[src/rtl/cp0_unit.sv]
// cp0_unit: MIPS coprocessor-0 register file (Count/Compare/Status/Cause/EPC/BadVAddr/PRId/Config).
// Latency: MFC0 read data is combinational; interrupt request registered one cycle after Cause.IP changes.
// Backpressure: none; strobes are single-cycle commits, priority exception > ERET > MTC0 per bit.
//
// Ports: clk/rst (sync, active-high); MTC0 we_i/waddr_i/data_i; MFC0 raddr_i/data_o;
//   hw_int_i external interrupt levels; exc_valid_i/exc_code_i/pc_i/in_delayslot_i exception commit;
//   badvaddr_we_i/badvaddr_i faulting address; eret_i; live status_o/cause_o/epc_o; int_req_o; exc_vector_o.
// Optional feature: define CP0_EBASE_EN to add EBase (register 31) and an EBase-relative vector.
module cp0_unit #(
    parameter int          HW_INT_NUM = 6,
    parameter int          COUNT_DIV  = 2,
    parameter logic [31:0] PRID_VAL   = 32'h004c0102
) (
    input  logic                  clk,
    input  logic                  rst,
    input  logic                  we_i,
    input  logic [4:0]            waddr_i,
    input  logic [4:0]            raddr_i,
    input  logic [31:0]           data_i,
    input  logic [HW_INT_NUM-1:0] hw_int_i,
    input  logic                  exc_valid_i,
    input  logic [4:0]            exc_code_i,
    input  logic                  eret_i,
    input  logic [31:0]           pc_i,
    input  logic                  in_delayslot_i,
    input  logic                  badvaddr_we_i,
    input  logic [31:0]           badvaddr_i,
    output logic [31:0]           data_o,
    output logic [31:0]           status_o,
    output logic [31:0]           cause_o,
    output logic [31:0]           epc_o,
    output logic                  int_req_o,
    output logic [31:0]           exc_vector_o
);

    localparam int          DIVW    = (COUNT_DIV > 1) ? $clog2(COUNT_DIV) : 1;
    localparam logic [DIVW-1:0] DIV_MAX = DIVW'(COUNT_DIV - 1);

    logic [31:0]     r_count;
    logic [31:0]     r_compare;
    logic [DIVW-1:0] r_div;
    logic [7:0]      r_im;
    logic            r_exl;
    logic            r_ie;
    logic            r_bev;
    logic            r_bd;
    logic            r_ti;
    logic [1:0]      r_ip_sw;
    logic [5:0]      r_hw;
    logic [4:0]      r_exccode;
    logic [31:0]     r_epc;
    logic [31:0]     r_badvaddr;
    logic            r_int_req;
`ifdef CP0_EBASE_EN
    logic [31:0]     r_ebase;
`endif

    logic [5:0]  w_hw_ext;
    logic [7:0]  w_ip;
    logic [31:0] w_status;
    logic [31:0] w_cause;
    logic        w_wr_count;
    logic        w_wr_compare;
    logic        w_wr_status;
    logic        w_wr_cause;
    logic        w_wr_epc;

    // Unused interrupt positions are tied low so IP[6:2] / IP[7] hardware terms vanish cleanly.
    for (genvar i = 0; i < 6; i++) begin : g_hw
        if (i < HW_INT_NUM) begin : g_on
            assign w_hw_ext[i] = hw_int_i[i];
        end else begin : g_off
            assign w_hw_ext[i] = 1'b0;
        end
    end

    // IP7 shares the timer with the sixth hardware line (zero when fewer lines exist).
    assign w_ip     = {r_hw[5] | r_ti, r_hw[4:0], r_ip_sw};
    assign w_status = {9'b0, r_bev, 6'b0, r_im, 6'b0, r_exl, r_ie};
    assign w_cause  = {r_bd, r_ti, 14'b0, w_ip, 1'b0, r_exccode, 2'b0};

    assign w_wr_count   = we_i && (waddr_i == 5'd9);
    assign w_wr_compare = we_i && (waddr_i == 5'd11);
    assign w_wr_status  = we_i && (waddr_i == 5'd12);
    assign w_wr_cause   = we_i && (waddr_i == 5'd13);
    assign w_wr_epc     = we_i && (waddr_i == 5'd14);

    always_ff @(posedge clk) begin
        if (rst) begin
            r_count    <= '0;
            r_compare  <= '0;
            r_div      <= '0;
            r_im       <= '0;
            r_exl      <= 1'b0;
            r_ie       <= 1'b0;
            r_bev      <= 1'b1;
            r_bd       <= 1'b0;
            r_ti       <= 1'b0;
            r_ip_sw    <= '0;
            r_hw       <= '0;
            r_exccode  <= '0;
            r_epc      <= '0;
            r_badvaddr <= '0;
            r_int_req  <= 1'b0;
`ifdef CP0_EBASE_EN
            r_ebase    <= 32'h8000_0000;
`endif
        end else begin
            // Count: prescaled by COUNT_DIV; a software load restarts the prescaler.
            if (w_wr_count) begin
                r_count <= data_i;
                r_div   <= '0;
            end else if (r_div == DIV_MAX) begin
                r_count <= r_count + 32'd1;
                r_div   <= '0;
            end else begin
                r_div   <= r_div + 1'b1;
            end

            if (w_wr_compare) r_compare <= data_i;

            // Timer flag is sticky; a Compare write clears it even on a coincident match.
            if (w_wr_compare)
                r_ti <= 1'b0;
            else if ((r_count == r_compare) && (r_compare != 32'd0))
                r_ti <= 1'b1;

            r_hw <= w_hw_ext;
            if (w_wr_cause) r_ip_sw <= data_i[9:8];

            // IM/IE have no hardware writer, so MTC0 always lands on them.
            if (w_wr_status) begin
                r_im <= data_i[15:8];
                r_ie <= data_i[0];
`ifdef CP0_EBASE_EN
                // BEV is software-clearable here so the EBase vector can be selected.
                r_bev <= data_i[22];
`endif
            end

            if (exc_valid_i)      r_exl <= 1'b1;
            else if (eret_i)      r_exl <= 1'b0;
            else if (w_wr_status) r_exl <= data_i[1];

            // Nested exceptions (EXL already set) keep the original return point.
            if (exc_valid_i) begin
                if (!r_exl) begin
                    r_epc <= in_delayslot_i ? (pc_i - 32'd4) : pc_i;
                    r_bd  <= in_delayslot_i;
                end
            end else if (w_wr_epc) begin
                r_epc <= data_i;
            end

            if (exc_valid_i) r_exccode <= exc_code_i;
            if (exc_valid_i && badvaddr_we_i) r_badvaddr <= badvaddr_i;

`ifdef CP0_EBASE_EN
            if (we_i && (waddr_i == 5'd31)) r_ebase[29:12] <= data_i[29:12];
`endif

            r_int_req <= r_ie & ~r_exl & (|(r_im & w_ip));
        end
    end

    always_comb begin
        data_o = 32'd0;
        if (!rst) begin
            case (raddr_i)
                5'd8:    data_o = r_badvaddr;
                5'd9:    data_o = r_count;
                5'd11:   data_o = r_compare;
                5'd12:   data_o = w_status;
                5'd13:   data_o = w_cause;
                5'd14:   data_o = r_epc;
                5'd15:   data_o = PRID_VAL;
                5'd16:   data_o = 32'h0000_8000;
`ifdef CP0_EBASE_EN
                5'd31:   data_o = r_ebase;
`endif
                default: data_o = 32'd0;
            endcase
        end
    end

    assign status_o  = w_status;
    assign cause_o   = w_cause;
    assign epc_o     = r_epc;
    assign int_req_o = r_int_req;
`ifdef CP0_EBASE_EN
    assign exc_vector_o = r_bev ? 32'hBFC0_0380 : {r_ebase[31:12], 12'h180};
`else
    assign exc_vector_o = r_bev ? 32'hBFC0_0380 : 32'h8000_0180;
`endif

endmodule

[config.mk]
export PLATFORM = sky130hd
export DESIGN_NAME = cp0_unit
export DESIGN_NICKNAME = d
export VERILOG_FILES = /design/src/rtl/cp0_unit.sv
export SDC_FILE = /design/constraint.sdc
export NUM_CORES = 1
export LEC_CHECK = 0
export CORE_UTILIZATION = 40
export CTS_CLUSTER_SIZE = 8
export DETAILED_ROUTE_END_ITERATION = 8
export HOLD_SLACK_MARGIN = 0.15
export PLACE_DENSITY_LB_ADDON = 0.2
export SYNTH_ARGS = -nofsm -noshare
export SYNTH_HDL_FRONTEND = slang
export SYNTH_SLANG_ARGS = --single-unit
[constraint.sdc]
create_clock -name clk -period 2.8 [get_ports clk]
set_input_delay 0.56 -clock clk [delete_from_list [all_inputs] [get_ports clk]]
set_output_delay 0.56 -clock clk [all_outputs]
set_load 0.1 [all_outputs]
**Word-level counts from Yosys, hierarchy flattened**

Cells that the tools add are included.

- Register bits: 155
- Output and inout bits: 161
- Logic and storage cells: 64

- Add/sub/neg operators: 3
- Equal/unequal tests: 15
- Muxes and demuxes: 11
- Bitwise logic cells: 5
- Reduce and logical (&&, ||, !) cells: 16

Operators with widths:

| operator | count |
|---|---|
| $pmux W32 S8 | 1 |
| $mux W32 | 7 |
| $eq A5 B4 Y1 const B | 12 |
| $add A32 B1 Y32 const B | 1 |
| $eq A32 B32 Y1 | 1 |
| $reduce_bool A32 Y1 | 1 |
| $sub A32 B3 Y32 const B | 1 |
| $and A8 B8 Y8 | 1 |
| $reduce_or A8 Y1 | 1 |
| $logic_and A1 B1 Y1 | 7 |
| $eq A5 B5 Y1 const B | 1 |
| $reduce_and A2 Y1 | 2 |
| $reduce_bool A2 Y1 | 2 |
| $mux W1 | 3 |
| $reduce_bool A3 Y1 | 1 |
| $reduce_or A3 Y1 | 1 |
| $and A1 B1 Y1 | 2 |
| $ne A2 B2 Y1 const B | 1 |
| $reduce_or A2 Y1 | 1 |
| $add A1 B1 Y1 const B | 1 |
| $not A1 Y1 | 1 |
| $or A1 B1 Y1 | 1 |

**Longest topological paths before layout**

- Depth after elaboration: 5
- Depth in mapped cells: 9
- Mapped depth without buffers: 7

**Worst setup path after synthesis**

Ideal clock, no wire load.

- Path type: in2out
- Start: in raddr_i[1]
- End: out data_o[9]
- Data arrival time: 3.460 ns
- Data required time: 2.240 ns
- Slack: -1.220 ns
- Stages on the path: 5
- Path buffers: 2
- Cells stage by stage: clkbuf_1 nor4b_1 clkbuf_1 a22oi_1 a31oi_1

- Cells in the longest elaborated chain, start to end: 3
- Elaborated cells between the ends (all ways): 10

Ends and longest elaborated chain:

| what | line | text |
|---|---|---|
| start, declared | 18 | `input logic [4:0] raddr_i,` |
| $eq A5 B5 Y1 / $eq A5 B4 Y1 (equally long branches) | 169 | `case (raddr_i)` |
| $pmux W32 S8 (*) | 169 |  |
| $mux W32 (*) | 168 | `if (!rst) begin` |
| end, declared | 28 | `output logic [31:0] data_o,` |

Mark *: on every way between the ends. The rest lies on a longest branch, timed or not.

**Worst setup path after layout**

- Start: in raddr_i[0]
- End: out data_o[21]

Same word-level chain as after synthesis.

==> run metrics <==
mux share of post-synthesis cell area 2.58%; share of cells above drive strength 1 21.4%; CTS buffer count 17; Finished Layout Cells 1,654; CTS Hold Bufs 0; chip width 151 um; top post-synthesis cells by count 173 x nand2_1, 155 x dfxtp_1, 115 x a21oi_1; # rows 54; Die Ht 151 um; Cell Pwr Density ~490 mW/mm2; ranking of synthesized cells by area dfxtp_1 35%, nand2_1 7.3%, buf_4 6.7%; Startpoint Class primary input; vias in the first global route between 8,000 and 9,000; Worst-path clk slew 0.06 ns; Most common cell on crit path buf_12; Final setup viols 0; fin crit period 2.77 ns; core box area approximately 0.022 mm2; initial antenna violation count 0; Final WS setup ~0.028 ns; Peak supply drop 369 uV; Via density 5.72; CTS root buf clkbuf_16; Nets 1,486; pre-CTS setup slack -0.235 ns; drt pass-1 iters 6; CP top delay family buffers and inverters; critical path buffer and inverter count 5; complex-gate fraction of the synthesized area 20.6%; synthesized cell area 0.00893 mm2; area post-placement 0.0122 mm2; Detail Placement HPWL 26,000 um; first-pass GRT wire length 50,700 um; flop and latch count out of synthesis 155; vias after detailed routing 9,468; max-cap violation count 0; Synth-to-Final Area Change 45.2%; Worst Hold Class flop to flop; CP required approximately 2.2 ns; I/O pin count 285; P_leak 4.66 nW; Setup Skew 0.00803 ns; final worst path period share 99.0%; gr usage total 30.0%; Die ar. 0.0229 mm2; largest family of logic cells by synthesized area simple AND/OR/NAND/NOR gates; CTS sink cnt 155; GPL Wtd Cong 0.989; Critical Path Fanout Max 7; max incr delay on CP 0.42 ns; initial core utilization 40.8%; Avg Inst Size Synth a little under 8 um2; EDFF count, synth 0; Yosys cell types 60; Syn Inst Count 1,129; Util after Layout 59.2%; fraction of registers with async set/reset 0%; endpoints failing hold 0; DP Cell Count between 1,500 and 2,000; GRT Residual Overflow 0; Max Root-Sink Buffers 2; ANT nets after route 0; CTS HTree Levels 4; critical path data arrival time between 2 and 2.5 ns; adder-cell share of the synthesized area less than 1%; Worst slew margin 38.4%; Worst-Skew Late Latency approximately 0.43 ns; WS Path Type primary input to output pin; max-slew violation count 0; area leader, netlist dfxtp_1; worst slew pin tran 0.924 ns; XOR/XNOR Fraction of Synth Area 8.04%; Initial DRC Count roughly 1,200; number of buffers added on ports 213; Synth warnings 0; ys flop type dfxtp_1; total routed wirelength 34,600 um; DRC viols 0; TritonCTS clock tree built; post-route cell area 0.0130 mm2; largest net degree at the start of global routing 159; Simple-Gate Fraction of Synth Area 22.7%; top-count cell post-synth nand2_1; critical path endpoint category output pin; CP Cell Sequence dlygate4sd2_1 > buf_4 > nor2b_4 > buf_12 > buf_12 > a22oi_1 > a21oi_4 > buf_12; top cell type's share of synthesized area 34.7%; Worst path slowest cell dlygate4sd2_1; WL/cell 20.9 um; setup_tns 0 ns; max frequency 361 MHz; fill cell count 1,924; sequential element share of the synthesized area 34.7%; outcome complete, no violations
[power breakdown]
part           internal [mW]  switching [mW]
Combinational          0.402            1.15
Sequential              2.29          0.0963
Clock                   1.43            1.00
Total                   4.12            2.25
[kinds of logic after synthesis]
kind of cell             Yosys count
other                              2
multiplexers                      23
XOR/XNOR                          82
buffers and inverters            174
adder cells (fa/ha/maj)            2
AO/OA/AOI/OAI                    283
AND/OR/NAND/NOR                  408
flip-flops                       155
[per-layer routing]
layer	up-vias	GRT usage [%]	wire length, um
li1	4358	-	-
met1	4521	41.5	14500
met2	515	45.5	15600
met3	74	5.96	3330
met4	0	11.5	1190
met5	-	0	0
[state kept, by name, indices dropped and copies added, names as in the netlist]
name	flops
epc_o	32
r_badvaddr	32
r_compare	32
r_count	32
r_im	8
r_hw	6
r_exccode	5
r_ip_sw	2
int_req_o	1
r_bd	1
r_div	1
r_exl	1
r_ie	1
r_ti	1
[cells in the final DEF (no fill, tap or decap), types with 4 or more instances in the layout]
cell | Yosys | routed
xor2_1 | 19 | 19
and3_1 | 18 | 17
nor2_1 | 73 | 72
a311oi_1 | 4 | 4
and4_1 | 5 | 5
a21oi_4 | 0 | 21
o21ai_0 | 10 | 10
nor3_2 | 4 | 6
dfxtp_1 | 155 | 155
o211ai_1 | 5 | 5
nor2b_1 | 10 | 8
a21oi_1 | 115 | 94
mux2i_1 | 23 | 23
buf_6 | 3 | 5
conb_1 | 2 | 71
and2_1 | 4 | 4
a31oi_4 | 0 | 10
nand4_1 | 21 | 21
xnor2_1 | 63 | 63
a211o_1 | 9 | 8
or2_2 | 5 | 5
buf_12 | 0 | 45
nor3_1 | 17 | 15
a211oi_1 | 34 | 34
or3_1 | 14 | 14
o22ai_1 | 6 | 6
inv_1 | 7 | 7
a22oi_1 | 56 | 49
clkbuf_16 | 0 | 17
clkinvlp_4 | 0 | 5
buf_4 | 80 | 136
a22oi_2 | 0 | 7
nand2_1 | 173 | 172
a222oi_1 | 11 | 11
nand3_1 | 13 | 13
nor4_1 | 22 | 21
a31oi_1 | 17 | 7
clkdlybuf4s50_1 | 0 | 116
[final timing paths]
| path | startpoint | end | slack, ns | cells after the start |
|---|---|---|---|---|
| max reg2reg | r_count[6]$_SDFFE_PP0P_ | r_count[21]$_SDFFE_PP0P_ | 0.57 | 5 |
| min reg2reg | r_badvaddr[22]$_SDFFE_PP0P_ | r_badvaddr[22]$_SDFFE_PP0P_ | 0.46 | 2 |
| min | r_badvaddr[22]$_SDFFE_PP0P_ | r_badvaddr[22]$_SDFFE_PP0P_ | 0.46 | 2 |
| max | raddr_i[0] | data_o[21] | 0.03 | 8 |
[per-stage QoR]
step / power, mW / hold WS [ns]
after floorplan: 3.54 / 0.436
after global placement: 3.94 / 0.444
after detailed placement: 3.95 / 0.448
after global routing: 6.54 / 0.485
final: 6.37 / 0.460
after CTS: 6.36 / 0.457
[worst reg2reg max path, delay by kind of cell, from the launching register on]
family                    cells  cell delay, ns
and+or+nand+nor               3            1.29
AOI/OAI and AO/OA             1            0.23
xor gates and xnor gates      1            0.10
DFF                           1            0.50
[cell type report]
class | count | area (um2) | area share, %
repair buffers | 310 | 3240 | 25.0
well taps | 280 | 350 | 2.70
flip-flops and latches | 155 | 3100 | 23.9
inverters | 7 | 26.3 | 0.203
clock buffers | 19 | 443 | 3.42
clock inverters | 13 | 168 | 1.29
diodes | 1 | 2.50 | 0.0193
multi-input cells | 869 | 5640 | 43.5
[repair_timing]
item / CTS / global route
endpoints found under the setup margin: 32 / 30
resized for setup: 25 / 13
pin swaps: 10 / 10
setup buffers: 4 / 1
cloned: 3 / 0
(Power assumes the default switching activity.)
